[config.mk]
export PLATFORM = sky130hd
export DESIGN_NAME = cp0_vec_flat
export DESIGN_NICKNAME = d
export VERILOG_FILES = /design/src/rtl/cp0_vec_if.sv /design/src/rtl/cp0_vec.sv /design/src/flat_wrapper.sv
export SDC_FILE = /design/constraint.sdc
export NUM_CORES = 1
export LEC_CHECK = 0
export ABC_CLOCK_PERIOD_IN_PS = 8300
export CAP_MARGIN = 20
export CORE_MARGIN = 2
export CORE_UTILIZATION = 25
export CTS_CLUSTER_SIZE = 28
export DETAILED_ROUTE_END_ITERATION = 7
export PLACE_DENSITY = 0.55
export SLEW_MARGIN = 5
export SYNTH_ARGS = -nofsm -noshare
export SYNTH_HDL_FRONTEND = slang
export SYNTH_SLANG_ARGS = --single-unit
[constraint.sdc]
create_clock -name clk -period 8.3 [get_ports clk]
set_input_delay 2.075 -clock clk [delete_from_list [all_inputs] [get_ports clk]]
set_output_delay 2.075 -clock clk [all_outputs]
set_load 0.02 [all_outputs]
[src/rtl/cp0_vec_if.sv]
// Pipeline-side bundle for cp0_vec: mtc0/mfc0 access, M-stage exception inputs and the interrupt request.
// The master side is the pipeline and the slave side is the coprocessor.
interface cp0_vec_if #(
    parameter int N_HWINT = 6
);
    logic               we;
    logic [4:0]         addr;
    logic [31:0]        din;
    logic               bd;
    logic [29:0]        pc;
    logic [4:0]         exc_code;
    logic [31:0]        bad_vaddr;
    logic [N_HWINT-1:0] hw_int;
    logic               eret;
    logic               int_req;
    logic [31:0]        epc;
    logic [31:0]        dout;

    modport master (
        output we, addr, din, bd, pc, exc_code, bad_vaddr, hw_int, eret,
        input  int_req, epc, dout
    );

    modport slave (
        input  we, addr, din, bd, pc, exc_code, bad_vaddr, hw_int, eret,
        output int_req, epc, dout
    );
endinterface

[src/rtl/cp0_vec.sv]
// MIPS coprocessor 0: SR, Cause, EPC, PrID, BadVAddr and level/edge hardware interrupt lines.
// Define CP0_TIMER_EN to add the Count/Compare timer, whose TI flag feeds the highest IP bit.
module cp0_vec #(
    parameter int          N_HWINT    = 6,
    parameter logic [5:0]  HW_EDGE    = 6'b000000,
    parameter logic [31:0] PRID_VALUE = 32'h50724944
) (
    input  logic     clk,
    input  logic     reset_n,
    cp0_vec_if.slave bus
);
    localparam int TOP = N_HWINT - 1;

    logic [5:0]  im_reg;
    logic [5:0]  ip_reg;
    logic [5:0]  ip_next;
    logic [5:0]  ip_eff;
    logic [5:0]  impl_mask;
    logic        exl_reg;
    logic        ie_reg;
    logic        bd_reg;
    logic [4:0]  exc_code_reg;
    logic [31:0] epc_reg;
    logic [31:0] bad_vaddr_reg;
    logic        ext;
    logic        intr;
    logic        int_req;
    logic        wr_en;
    logic        cause_wr;

    // Per-line IP next state; unimplemented lines are tied off.
    genvar gi;
    generate
        for (gi = 0; gi < 6; gi++) begin : g_line
            if (gi < N_HWINT) begin : g_impl
                assign impl_mask[gi] = 1'b1;
                if (HW_EDGE[gi]) begin : g_edge
                    logic prev_reg;
                    always_ff @(posedge clk or negedge reset_n) begin
                        if (!reset_n) prev_reg <= 1'b0;
                        else          prev_reg <= bus.hw_int[gi];
                    end
                    // A new rising edge beats a simultaneous mtc0 clear of the same bit.
                    assign ip_next[gi] = (ip_reg[gi] & ~(cause_wr & ~bus.din[10+gi]))
                                       | (bus.hw_int[gi] & ~prev_reg);
                end else begin : g_level
                    assign ip_next[gi] = bus.hw_int[gi];
                end
            end else begin : g_none
                assign impl_mask[gi] = 1'b0;
                assign ip_next[gi]   = 1'b0;
            end
        end
    endgenerate

`ifdef CP0_TIMER_EN
    logic [31:0] count_reg;
    logic [31:0] compare_reg;
    logic        ti_reg;

    always_ff @(posedge clk or negedge reset_n) begin
        if (!reset_n) begin
            count_reg   <= 32'd0;
            compare_reg <= 32'd0;
            ti_reg      <= 1'b0;
        end else begin
            if (wr_en && bus.addr == 5'd9) count_reg <= bus.din;
            else                           count_reg <= count_reg + 32'd1;
            if (wr_en && bus.addr == 5'd11) begin
                compare_reg <= bus.din;
                ti_reg      <= 1'b0;
            end else if (count_reg == compare_reg) begin
                ti_reg <= 1'b1;
            end
        end
    end

    assign ip_eff = ip_reg | ({5'b0, ti_reg} << TOP);
`else
    assign ip_eff = ip_reg;
`endif

    assign ext      = (|(ip_eff & im_reg)) & ie_reg;
    assign intr     = (bus.exc_code != 5'd0);
    assign int_req  = (ext | intr) & ~exl_reg;
    // eret and exception entry both pre-empt an mtc0 in the same cycle.
    assign wr_en    = bus.we & ~bus.eret & ~int_req;
    assign cause_wr = wr_en & (bus.addr == 5'd13);

    always_ff @(posedge clk or negedge reset_n) begin
        if (!reset_n) begin
            im_reg        <= 6'd0;
            ip_reg        <= 6'd0;
            exl_reg       <= 1'b0;
            ie_reg        <= 1'b0;
            bd_reg        <= 1'b0;
            exc_code_reg  <= 5'd0;
            epc_reg       <= 32'd0;
            bad_vaddr_reg <= 32'd0;
        end else begin
            ip_reg <= ip_next;
            if (bus.eret) begin
                exl_reg <= 1'b0;
            end else if (int_req) begin
                exl_reg      <= 1'b1;
                bd_reg       <= bus.bd;
                epc_reg      <= bus.bd ? {bus.pc - 30'd1, 2'b00} : {bus.pc, 2'b00};
                exc_code_reg <= ext ? 5'd0 : bus.exc_code;
                if (!ext && (bus.exc_code == 5'd4 || bus.exc_code == 5'd5))
                    bad_vaddr_reg <= bus.bad_vaddr;
            end else if (bus.we) begin
                case (bus.addr)
                    5'd12: begin
                        im_reg  <= bus.din[15:10] & impl_mask;
                        exl_reg <= bus.din[1];
                        ie_reg  <= bus.din[0];
                    end
                    5'd14:   epc_reg <= bus.din;
                    default: ;
                endcase
            end
        end
    end

    always_comb begin
        bus.dout = 32'd0;
        case (bus.addr)
            5'd8:  bus.dout = bad_vaddr_reg;
`ifdef CP0_TIMER_EN
            5'd9:  bus.dout = count_reg;
            5'd11: bus.dout = compare_reg;
`endif
            5'd12: bus.dout = {16'b0, im_reg, 8'b0, exl_reg, ie_reg};
            5'd13: bus.dout = {bd_reg, 15'b0, ip_eff, 3'b0, exc_code_reg, 2'b0};
            5'd14: bus.dout = epc_reg;
            5'd15: bus.dout = PRID_VALUE;
            default: bus.dout = 32'd0;
        endcase
    end

    assign bus.int_req = int_req;
    assign bus.epc     = epc_reg;
endmodule

[src/flat_wrapper.sv]
// flat-port wrapper written by rule: the top's interface ports become plain ports
module cp0_vec_flat 
#(
    parameter int          N_HWINT    = 6,
    parameter logic [5:0]  HW_EDGE    = 6'b000000,
    parameter logic [31:0] PRID_VALUE = 32'h50724944
)
  (clk, reset_n, bus_we, bus_addr, bus_din, bus_bd, bus_pc, bus_exc_code, bus_bad_vaddr, bus_hw_int, bus_eret, bus_int_req, bus_epc, bus_dout);
  cp0_vec_if #(.N_HWINT(N_HWINT)) bus_i ();
  input  logic clk;
  input  logic reset_n;
  input wire logic [$bits(bus_i.we)-1:0] bus_we;
  input wire logic [$bits(bus_i.addr)-1:0] bus_addr;
  input wire logic [$bits(bus_i.din)-1:0] bus_din;
  input wire logic [$bits(bus_i.bd)-1:0] bus_bd;
  input wire logic [$bits(bus_i.pc)-1:0] bus_pc;
  input wire logic [$bits(bus_i.exc_code)-1:0] bus_exc_code;
  input wire logic [$bits(bus_i.bad_vaddr)-1:0] bus_bad_vaddr;
  input wire logic [$bits(bus_i.hw_int)-1:0] bus_hw_int;
  input wire logic [$bits(bus_i.eret)-1:0] bus_eret;
  output wire logic [$bits(bus_i.int_req)-1:0] bus_int_req;
  output wire logic [$bits(bus_i.epc)-1:0] bus_epc;
  output wire logic [$bits(bus_i.dout)-1:0] bus_dout;
  assign bus_i.we = bus_we;
  assign bus_i.addr = bus_addr;
  assign bus_i.din = bus_din;
  assign bus_i.bd = bus_bd;
  assign bus_i.pc = bus_pc;
  assign bus_i.exc_code = bus_exc_code;
  assign bus_i.bad_vaddr = bus_bad_vaddr;
  assign bus_i.hw_int = bus_hw_int;
  assign bus_i.eret = bus_eret;
  assign bus_int_req = bus_i.int_req;
  assign bus_epc = bus_i.epc;
  assign bus_dout = bus_i.dout;
  cp0_vec #(.N_HWINT(N_HWINT), .HW_EDGE(HW_EDGE), .PRID_VALUE(PRID_VALUE)) u_core (.clk(clk), .reset_n(reset_n), .bus(bus_i));
endmodule
==> run summary, run 1 <==
Path type of the worst setup path = input port to output port
Max Cap Viol = 0
Count of non-filler cells in the finished layout = 846
Sequential cell area = 0.00210 mm^2
Static leakage = 2.90 nW
Clock-pin slew on the worst setup and hold paths = 0.07 ns
Final global-route overflow total = 0
EDFF count, synth = 0
Wire length of the first global-routing pass = 25400 um
Gpl congestion = 0.813
Min-Delay Path Class = register to register
Fraction of power consumed by combinational cells = 0.252
Area share of the leading cell type in the synthesized netlist = 0.450
Drt via density = 5.07
Worst flop-to-flop path endpoint = u_core.ie_reg$_DFFE_PN0P_
Number of buffers added to fix hold violations after cts = 0
Share of power burned in registers = 0.429
Worst R2R Start = u_core.im_reg[2]$_DFFE_PN0P_
Post-CTS Setup Bufs = 0
Overall global routing resource usage = 0.169
Worst setup skew after layout = 0.0110 ns
Worst slack at placement = 0.979 ns
Start point of the critical path = bus_addr[0]
Detailed Place HPWL = 12700 um
Sw power = 0.378 mW
Floorplan die area = 0.0198 mm^2
DIE WIDTH = 141 um
Total placed cells including tap cells = 827
Clock insertion delay at the later pin of the skew report = 0.35 ns
Number of sinks handled by clock tree synthesis = 84
Initial antenna violation count = 0
Synthesized flop and latch total = 84
Internal reg-to-reg setup slack = 5.33 ns
Total power = 1.24 mW
Worst Path Max Fanout = 14
Critical path data arrival time = 5.20 ns
Placeable core region = 0.0181 mm^2
Number of iterations in the first detailed-routing pass = 4
Required @ worst endpoint = 6.23 ns
Synthesized area = 0.00467 mm^2
CP startpoint kind = input port
Clock tree from TritonCTS = yes
Max rail drop VDD = 0.0977 mV
DRT antenna net count = 0
Critical Path Sink Type = output port
Post-Synthesis Mean Instance Area = 10.6 um^2
Final cycle utilization of the critical path = 0.876
Floorplan row count = 49
Commonest cells after routing, fill and taps aside = sky130_fd_sc_hd__clkdlybuf4s50_1 (178), sky130_fd_sc_hd__dfrtp_1 (84), sky130_fd_sc_hd__nand2_1 (45), sky130_fd_sc_hd__mux2_2 (40), sky130_fd_sc_hd__o21ai_0 (24)
Clock Power Share = 0.319
Hold violation count in the final report = 0
Final Slew Violations = 0
Worst slew margin relative to its limit = 0.367
Yosys synthesis warning count = 0
Syn-to-layout area delta = 49.7%
Cell internal pwr = 0.866 mW
Multi-input combinational cell area = 0.00241 mm^2
Initial Util = 0.257
Shortest period the worst path allows = 7.27 ns
Clock tree buffer depth = 2
Switching portion of total power = 0.304
Port Buf Inserts = 179
Number of distinct library cells after synthesis = 58
Number of vias in the routed layout = 4293
Initial drt markers = 159
Result of the run = complete, no violations
Slew at the pin closest to its max-slew limit = 0.949 ns
Number of buffers created by CTS = 9
RSZ-0062 raised after global routing = false
Net count reported at finish = 728
Most common cell after layout, fill and taps aside = sky130_fd_sc_hd__clkdlybuf4s50_1
Accumulated negative setup slack = 0 ns
Worst hold-check slack = 0.501 ns
Cell types occupying the most area after synthesis = sky130_fd_sc_hd__dfrtp_1 (45%), sky130_fd_sc_hd__mux2_2 (9.6%), sky130_fd_sc_hd__mux2i_1 (4.5%)
Setup violations, final = 0
Die height = 141 um
Setup ws final = 1.03 ns
Number of global-route vias before repair = 4398
Layout cells sized above 1 = 0.131
Layout filler cell count = 1780
Number of cell instances on the worst register-to-register path = 7
Flip-flop cell with the highest count after synthesis = sky130_fd_sc_hd__dfrtp_1
Pin count of the biggest net entering global routing = 59
Synthesized netlist cell count = 440
Number of instances resized during post-cts repair = 0
F_max = 137 MHz
WL per Instance = 19.9 um
Most area-hungry cell type in the Yosys netlist = sky130_fd_sc_hd__dfrtp_1
Critical Path Sink = bus_dout[17]
Post-synth net total = 556
Post-synthesis async set-or-reset flop share = 1.00
Sequential cell area fraction in the yosys report = 0.450
Sum of routed wire length over all layers = 16900 um
H-Tree Depth = 3
Ports = 180
Antenna Cells = 0
DRC = 0
CTS Root Cell = sky130_fd_sc_hd__clkbuf_16
Total power divided by cell area = 178 mW/mm^2
## worst min path at each step
stage / cells after the start / slack (ns) / to / from
final: 2 / 0.50 / u_core.exc_code_reg[1]$_DFFE_PN0P_ / u_core.exc_code_reg[1]$_DFFE_PN0P_
after detailed placement: 2 / 0.49 / u_core.exc_code_reg[1]$_DFFE_PN0P_ / u_core.exc_code_reg[1]$_DFFE_PN0P_
after global routing: 2 / 0.53 / u_core.exc_code_reg[2]$_DFFE_PN0P_ / u_core.exc_code_reg[2]$_DFFE_PN0P_
after floorplan: 2 / 0.43 / u_core.exc_code_reg[0]$_DFFE_PN0P_ / u_core.exc_code_reg[0]$_DFFE_PN0P_
after CTS: 2 / 0.50 / u_core.exc_code_reg[1]$_DFFE_PN0P_ / u_core.exc_code_reg[1]$_DFFE_PN0P_
after global placement: 2 / 0.48 / u_core.exc_code_reg[1]$_DFFE_PN0P_ / u_core.exc_code_reg[1]$_DFFE_PN0P_
## layout make-up
class,instances,area share
Sequential cell,84,0.301
Multi-Input combinational cell,319,0.344
Timing Repair Buffer,189,0.268
Tap cell,229,0.0410
Clock buffer,10,0.0342
Clock inverter,6,0.00644
Inverter,9,0.00483
## routing by layer
metal / track usage / share of wire / vias to the layer above / wire, um
met5: 0 / 0 / - / 0
met4: 0.0421 / 0.013 / 0 / 227
met3: 0.0455 / 0.071 / 15 / 1190
met2: 0.270 / 0.46 / 166 / 7760
met1: 0.228 / 0.46 / 2109 / 7680
li1: - / - / 2003 / -
## power groups by stage
stage          clock network (mW)  logic, mW  registers (mW)
2_1_floorplan                   0      0.122           0.556
3_3_place_gp                    0      0.311           0.540
3_5_place_dp                    0      0.315           0.542
4_1_cts                     0.413      0.317           0.535
5_1_grt                     0.428      0.339           0.542
6_report                    0.397      0.314           0.534
## worst max-delay path, cell delays in order
cell	delay, ns
sky130_fd_sc_hd__clkdlybuf4s50_1	0.57
sky130_fd_sc_hd__or4b_1	0.78
sky130_fd_sc_hd__nor2_2	0.64
sky130_fd_sc_hd__buf_4	0.35
sky130_fd_sc_hd__a221o_1	0.17
sky130_fd_sc_hd__clkdlybuf4s50_1	0.60
## logic make-up after synthesis
kind of cell    share of synthesized area
xor+xnor                           0.0375
fa+ha+maj                         0.00268
simple gates                        0.164
mux                                 0.144
flops                               0.450
compound gates                      0.166
buf+inv                            0.0356
## per-stage QoR
| stage | util | instance area [um^2] |
|---|---|---|
| after floorplan | - | 4670 |
| after global placement | 0.368 | 6670 |
| after detailed placement | 0.368 | 6670 |
| after CTS | 0.383 | 6960 |
| after global routing | 0.385 | 6990 |
| final | 0.385 | 6990 |
## synth_stat cells, drive strengths merged, types with 12 or more instances
cell	n
nor3	19
mux2i	21
nor2	21
a22o	14
o21ai	24
dfrtp	84
xor2	12
clkbuf	16
a221o	18
buf	12
nand2	45
mux2	41
Note: power is estimated with default switching activity, not from simulation.
==> run 2: changes to the inputs <==
CAP_MARGIN = default   (was 20)
GPL_ROUTABILITY_DRIVEN = 0   (was default)
==> run 2 against run 1 <==
Net effect:
- critical endpoint unchanged
- register-to-register slack worse by 0.02 ns
- global-route usage did not move
- clock-buffer cell count did not move
- final cell count down 0.35%
- wire length fell by 0.24%
- utilization decreased by 0.19 points
- clock power hardly changed
- maximum frequency about the same
- sequential share of layout area is 0.15 points higher
- largest power group unchanged
- combinational power hardly changed
- clock skew hardly changed
- largest cell class unchanged
- critical path depth unchanged
==> run summary, run 2 (synthesis gave the netlist of run 1 again) <==
Number of global-route vias before repair = 4398 (unchanged)
Path type of the worst setup path = input port to output port
Total power divided by cell area = 179 mW/mm^2 (+0.28%)
Final global-route overflow total = 0 (unchanged)
Initial Util = 0.257 (unchanged)
Floorplan row count = 49 (unchanged)
Static leakage = 2.88 nW (-0.65%)
Antenna Cells = 0 (unchanged)
RSZ-0062 raised after global routing = false
Number of buffers created by CTS = 9 (unchanged)
Clock tree from TritonCTS = yes
Min-Delay Path Class = register to register
Result of the run = complete, no violations
Detailed Place HPWL = 12700 um (unchanged)
Worst setup skew after layout = 0.0107 ns (-0.000246 ns)
Required @ worst endpoint = 6.23 ns (about the same)
Critical Path Sink Type = output port
Net count reported at finish = 725 (-0.41%)
Final Slew Violations = 0 (unchanged)
Hold violation count in the final report = 0 (unchanged)
Initial drt markers = 161 (+1.3%)
Floorplan die area = 0.0198 mm^2 (unchanged)
Worst Path Max Fanout = 14 (unchanged)
Number of instances resized during post-cts repair = 0 (unchanged)
Placeable core region = 0.0181 mm^2 (unchanged)
Initial antenna violation count = 0 (unchanged)
Switching portion of total power = 0.304 (-0.000355)
Number of sinks handled by clock tree synthesis = 84 (unchanged)
Clock Power Share = 0.319 (about the same)
Number of buffers added to fix hold violations after cts = 0 (unchanged)
Ports = 180 (unchanged)
Max rail drop VDD = 0.0945 mV (-3.4%)
Share of power burned in registers = 0.430 (about the same)
Layout cells sized above 1 = 0.127 (-0.00424)
Cell internal pwr = 0.865 mW (-0.15%)
Number of iterations in the first detailed-routing pass = 4 (unchanged)
Number of vias in the routed layout = 4322 (+0.68%)
Clock tree buffer depth = 2 (unchanged)
Critical path data arrival time = 5.20 ns (about the same)
Commonest cells after routing, fill and taps aside = sky130_fd_sc_hd__clkdlybuf4s50_1 (178), sky130_fd_sc_hd__dfrtp_1 (84), sky130_fd_sc_hd__nand2_1 (45), sky130_fd_sc_hd__mux2_2 (40), sky130_fd_sc_hd__o21ai_0 (24)
Layout filler cell count = 1778 (-0.11%)
Pin count of the biggest net entering global routing = 59 (unchanged)
H-Tree Depth = 3 (unchanged)
Fraction of power consumed by combinational cells = 0.251 (about the same)
Port Buf Inserts = 179 (unchanged)
Sum of routed wire length over all layers = 16800 um (-0.24%)
CP startpoint kind = input port
WL per Instance = 20.0 um (+0.11%)
DRT antenna net count = 0 (unchanged)
Worst slew margin relative to its limit = 0.289 (-0.0787)
Overall global routing resource usage = 0.169 (unchanged)
Drt via density = 5.13 (+1.0%)
Final cycle utilization of the critical path = 0.876 (about the same)
Setup violations, final = 0 (unchanged)
Accumulated negative setup slack = 0 ns (unchanged)
DRC = 0 (unchanged)
Clock-pin slew on the worst setup and hold paths = 0.07 ns (about the same)
Die height = 141 um (unchanged)
Wire length of the first global-routing pass = 25400 um (unchanged)
Slew at the pin closest to its max-slew limit = 1.06 ns (+0.116 ns)
CTS Root Cell = sky130_fd_sc_hd__clkbuf_16
Max Cap Viol = 0 (unchanged)
Sw power = 0.377 mW (-0.32%)
Clock insertion delay at the later pin of the skew report = 0.35 ns (about the same)
Final Util = 0.383 (-0.00186)
Syn-to-layout area delta = 49.0%
DIE WIDTH = 141 um (unchanged)
F_max = 138 MHz (about the same)
Post-CTS Setup Bufs = 0 (unchanged)
Shortest period the worst path allows = 7.27 ns (-0.00365 ns)
Most common cell after layout, fill and taps aside = sky130_fd_sc_hd__clkdlybuf4s50_1
run 2: cell types whose count changed in the layout (fill, tap and decap cells not counted):
cell	before	now
sky130_fd_sc_hd__buf_4	9	8
sky130_fd_sc_hd__buf_6	1	0
sky130_fd_sc_hd__buf_8	1	0
run 2: per-layer routing:
layer | vias up | GRT usage | routed length, um
li1 | 1996 | - | -
met1 | 2134 | 0.228 | 7630
met2 | 175 | 0.270 | 7780
met3 | 17 | 0.0455 | 1190
met4 | 0 | 0.0421 | 227
met5 | - | 0 | 0
run 2: path summary, 6_finish.rpt:
kind | slack [ns] | startpoint | cells after the start | to
min | 0.50 | u_core.exc_code_reg[1]$_DFFE_PN0P_ | 2 | u_core.exc_code_reg[1]$_DFFE_PN0P_
min in group asynchronous | 1.64 | reset_n | 1 | u_core.bus.epc[23]$_DFFE_PN0P_
max in group asynchronous | 5.53 | reset_n | 2 | u_core.bus.epc[22]$_DFFE_PN0P_
min reg2reg | 0.50 | u_core.exc_code_reg[1]$_DFFE_PN0P_ | 2 | u_core.exc_code_reg[1]$_DFFE_PN0P_
max | 1.03 | bus_addr[0] | 6 | bus_dout[17]
max reg2reg | 5.31 | u_core.im_reg[2]$_DFFE_PN0P_ | 5 | u_core.bad_vaddr_reg[4]$_DFFE_PN0P_
run 2: critical path, cell delays in order:
cell and delay, ns:
sky130_fd_sc_hd__clkdlybuf4s50_1 0.57, sky130_fd_sc_hd__or4b_1 0.78, sky130_fd_sc_hd__nor2_2 0.64, sky130_fd_sc_hd__buf_4 0.35
sky130_fd_sc_hd__a221o_1 0.17, sky130_fd_sc_hd__clkdlybuf4s50_1 0.60
run 2: final cells by class:
class,count,area (um^2),area share
clock inverter,6,45.0,0.00648
timing repair buffer,186,1840,0.265
inverter,9,33.8,0.00486
clock buffer,10,239,0.0344
tap,229,287,0.0412
sequential,84,2100,0.302
multi-input combinational,319,2410,0.346
run 2: per-stage QoR:
stage               cells  instance area [um^2]  hold WS, ns  total power, mW  setup slack [ns]
floorplan             440                  4670        0.433            0.679              2.62
global placement      827                  6670        0.475            0.851              1.07
detailed placement    827                  6670        0.485            0.857             0.979
CTS                   843                  6960        0.502             1.26             0.979
global route          843                  6960        0.528             1.31             0.834
finish                843                  6960        0.501             1.24              1.03
run 2: power groups by stage:
| stage | logic, mW | registers [mW] | clock network, mW |
|---|---|---|---|
| after floorplan | 0.122 | 0.556 | 0 |
| after global placement | 0.311 | 0.540 | 0 |
| after detailed placement | 0.315 | 0.542 | 0 |
| after CTS | 0.317 | 0.535 | 0.413 |
| after global routing | 0.338 | 0.542 | 0.428 |
| final | 0.312 | 0.534 | 0.396 |
==> run 3: changes to the inputs <==
ABC_CLOCK_PERIOD_IN_PS = 5900   (was 8300)
GPL_TIMING_DRIVEN = 1   (was default)
MAX_ROUTING_LAYER = met4   (was default)
PLACE_DENSITY = 0.56   (was 0.55)
clock period = 5.9 ns   (was 8.3 ns; I/O delays follow)
==> run 3 against run 2 <==
Net effect:
- wire length down 1.2%
- sequential share of layout area down 0.20 points
- clock-buffer cell count down 1
- setup slack worse by 0.57 ns
- hold slack better by 0.0065 ns
- clock skew down 0.0031 ns
- design area up 0.67%
- utilization up 0.26 points
- die area unchanged
- via count down 2.1%
- final cell count up 0.71%
- register-to-register slack worse by 2.4 ns
- critical path type unchanged
- critical endpoint is now bus_dout[20]
- largest cell class unchanged
==> run summary, run 3 (synthesis gave the netlist of run 1 again) <==
H-Tree Depth = 3 (unchanged)
Worst flop-to-flop path endpoint = u_core.bad_vaddr_reg[23]$_DFFE_PN0P_
DRT antenna net count = 0 (unchanged)
Net count reported at finish = 731 (+0.83%)
Worst R2R Start = u_core.im_reg[2]$_DFFE_PN0P_
Detailed Place HPWL = 12400 um (-2.3%)
Final Cell Area = 0.00700 mm^2 (+0.67%)
Critical path data arrival time = 3.97 ns (-1.23 ns)
Layout cells sized above 1 = 0.135 (+0.00845)
WL per Instance = 19.6 um (-1.9%)
Ports = 180 (unchanged)
Worst slew margin relative to its limit = 0.305 (+0.0160)
DRC = 0 (unchanged)
Slowest-stage cell, CP = sky130_fd_sc_hd__or4b_1
Stage delay of the slowest cell on the critical path = 0.75 ns (-0.03 ns)
Die height = 141 um (unchanged)
Total power divided by cell area = 249 mW/mm^2 (+40%)
Floorplan die area = 0.0198 mm^2 (unchanged)
Antenna Cells = 0 (unchanged)
Number of vias in the routed layout = 4232 (-2.1%)
Cell family with the largest share of critical-path delay = buffers and inverters
Port Buf Inserts = 179 (unchanged)
Commonest cells after routing, fill and taps aside = sky130_fd_sc_hd__clkdlybuf4s50_1 (178), sky130_fd_sc_hd__dfrtp_1 (84), sky130_fd_sc_hd__nand2_1 (45), sky130_fd_sc_hd__mux2_2 (40), sky130_fd_sc_hd__o21ai_0 (24)
Min-Delay Path Class = register to register
Critical Path Sink Type = output port
Sequential cell area = 0.00210 mm^2 (unchanged)
Worst Path Max Fanout = 14 (unchanged)
Number of global-route vias before repair = 4382 (-0.36%)
Most common cell after layout, fill and taps aside = sky130_fd_sc_hd__clkdlybuf4s50_1
Final Slew Violations = 0 (unchanged)
Placeable core region = 0.0181 mm^2 (unchanged)
Met3 track demand over resource = 0.0275 (-0.0180)
Result of the run = complete, no violations
CP bufs+invs = 3 (unchanged)
Number of buffers created by CTS = 9 (unchanged)
Cell-by-cell trace of the critical path = clkdlybuf4s50_1 > or4b_1 > nor2_2 > buf_4 > a221o_1 > clkdlybuf4s50_1
Overall global routing resource usage = 0.173 (+0.00386)
Wire length of the first global-routing pass = 25200 um (-0.92%)
Total power = 1.75 mW (+41%)
Clock tree buffer depth = 2 (unchanged)
Setup ws final = 0.456 ns (-0.573 ns)
Clock insertion delay at the later pin of the skew report = 0.35 ns (about the same)
Floorplan row count = 49 (unchanged)
Multi-input combinational cell area = 0.00241 mm^2 (unchanged)
Final global-route overflow total = 0 (unchanged)
Hold violation count in the final report = 0 (unchanged)
Initial antenna violation count = 0 (unchanged)
Internal reg-to-reg setup slack = 2.88 ns (-2.43 ns)
Dpl cell area = 0.00672 mm^2 (+0.68%)
Number of cell instances on the worst register-to-register path = 5 (unchanged)
Number of instances resized during post-cts repair = 0 (unchanged)
Initial drt markers = 196 (+22%)
Post-CTS Setup Bufs = 0 (unchanged)
Clock-pin slew on the worst setup and hold paths = 0.07 ns (about the same)
Number of sinks handled by clock tree synthesis = 84 (unchanged)
Top cell by count, worst path = sky130_fd_sc_hd__clkdlybuf4s50_1
Drt via density = 4.98 (-2.8%)
Number of buffers added to fix hold violations after cts = 0 (unchanged)
Shortest period the worst path allows = 5.44 ns
Path type of the worst setup path = input port to output port
Accumulated negative setup slack = 0 ns (unchanged)
Sum of routed wire length over all layers = 16600 um (-1.2%)
Setup violations, final = 0 (unchanged)
HP Start = u_core.bad_vaddr_reg[17]$_DFFE_PN0P_
Worst slack at placement = 0.448 ns (-0.531 ns)
Worst setup skew after layout = 0.00768 ns (-0.00306 ns)
F_max = 184 MHz
CTS Root Cell = sky130_fd_sc_hd__clkbuf_16
Worst Hold Path Cells = 1 (-1)
Pin count of the biggest net entering global routing = 59 (unchanged)
Initial Util = 0.257 (unchanged)
Required @ worst endpoint = 4.43 ns (-1.80 ns)
CP startpoint kind = input port
Met2 usage = 0.281 (+0.0103)
Highest-utilization routing layer at the global route stage = met2
Slew at the pin closest to its max-slew limit = 1.04 ns (-0.0239 ns)
Endpoint, Worst Hold = u_core.bad_vaddr_reg[17]$_DFFE_PN0P_
Clock tree from TritonCTS = yes
Static leakage = 2.89 nW (+0.55%)
RSZ-0062 raised after global routing = false
Layout filler cell count = 1768 (-0.56%)
Final cycle utilization of the critical path = 0.923
Met1 global-route usage = 0.224 (-0.00335)
Max rail drop VDD = 0.136 mV (+44%)
Syn-to-layout area delta = 50.0%
Max Cap Viol = 0 (unchanged)
Number of iterations in the first detailed-routing pass = 4 (unchanged)
DIE WIDTH = 141 um (unchanged)
[run 3: worst max-delay path by stage]
stage / start / endpoint / slack (ns) / cells past startpoint
after CTS: bus_addr[1] / bus_dout[20] / 0.45 / 6
after detailed placement: bus_addr[1] / bus_dout[20] / 0.45 / 6
after global routing: bus_addr[1] / bus_dout[2] / 0.36 / 7
final: bus_addr[1] / bus_dout[20] / 0.46 / 6
after global placement: bus_addr[1] / bus_dout[5] / 0.48 / 7
after floorplan: bus_addr[0] / bus_dout[11] / 1.42 / 6
[run 3: area by class of cell]
type,count,area share
clock buffers,9,0.0322
clock inverters,7,0.00858
inverters,9,0.00482
multi-input cells,319,0.344
flip-flops and latches,84,0.300
well taps,229,0.0409
repair buffers,192,0.269
[run 3: routing by layer]
| metal | up-vias | part of all wire |
|---|---|---|
| li1 | 2006 | - |
| met1 | 2041 | 0.46 |
| met2 | 170 | 0.47 |
| met3 | 15 | 0.058 |
| met4 | 0 | 0.013 |
| met5 | - | 0 |
[run 3: where the power goes]
group | internal, mW | switching, mW
registers | 0.676 | 0.0726
clock network | 0.292 | 0.265
logic | 0.240 | 0.200
[run 3: stage by stage]
stage / utilization / hold slack (ns) / instances
floorplan: - / 0.433 / 440
detailed placement: 0.370 / 0.493 / 833
global route: 0.386 / 0.524 / 849
finish: 0.386 / 0.507 / 849
global placement: 0.370 / 0.484 / 833
CTS: 0.386 / 0.509 / 849
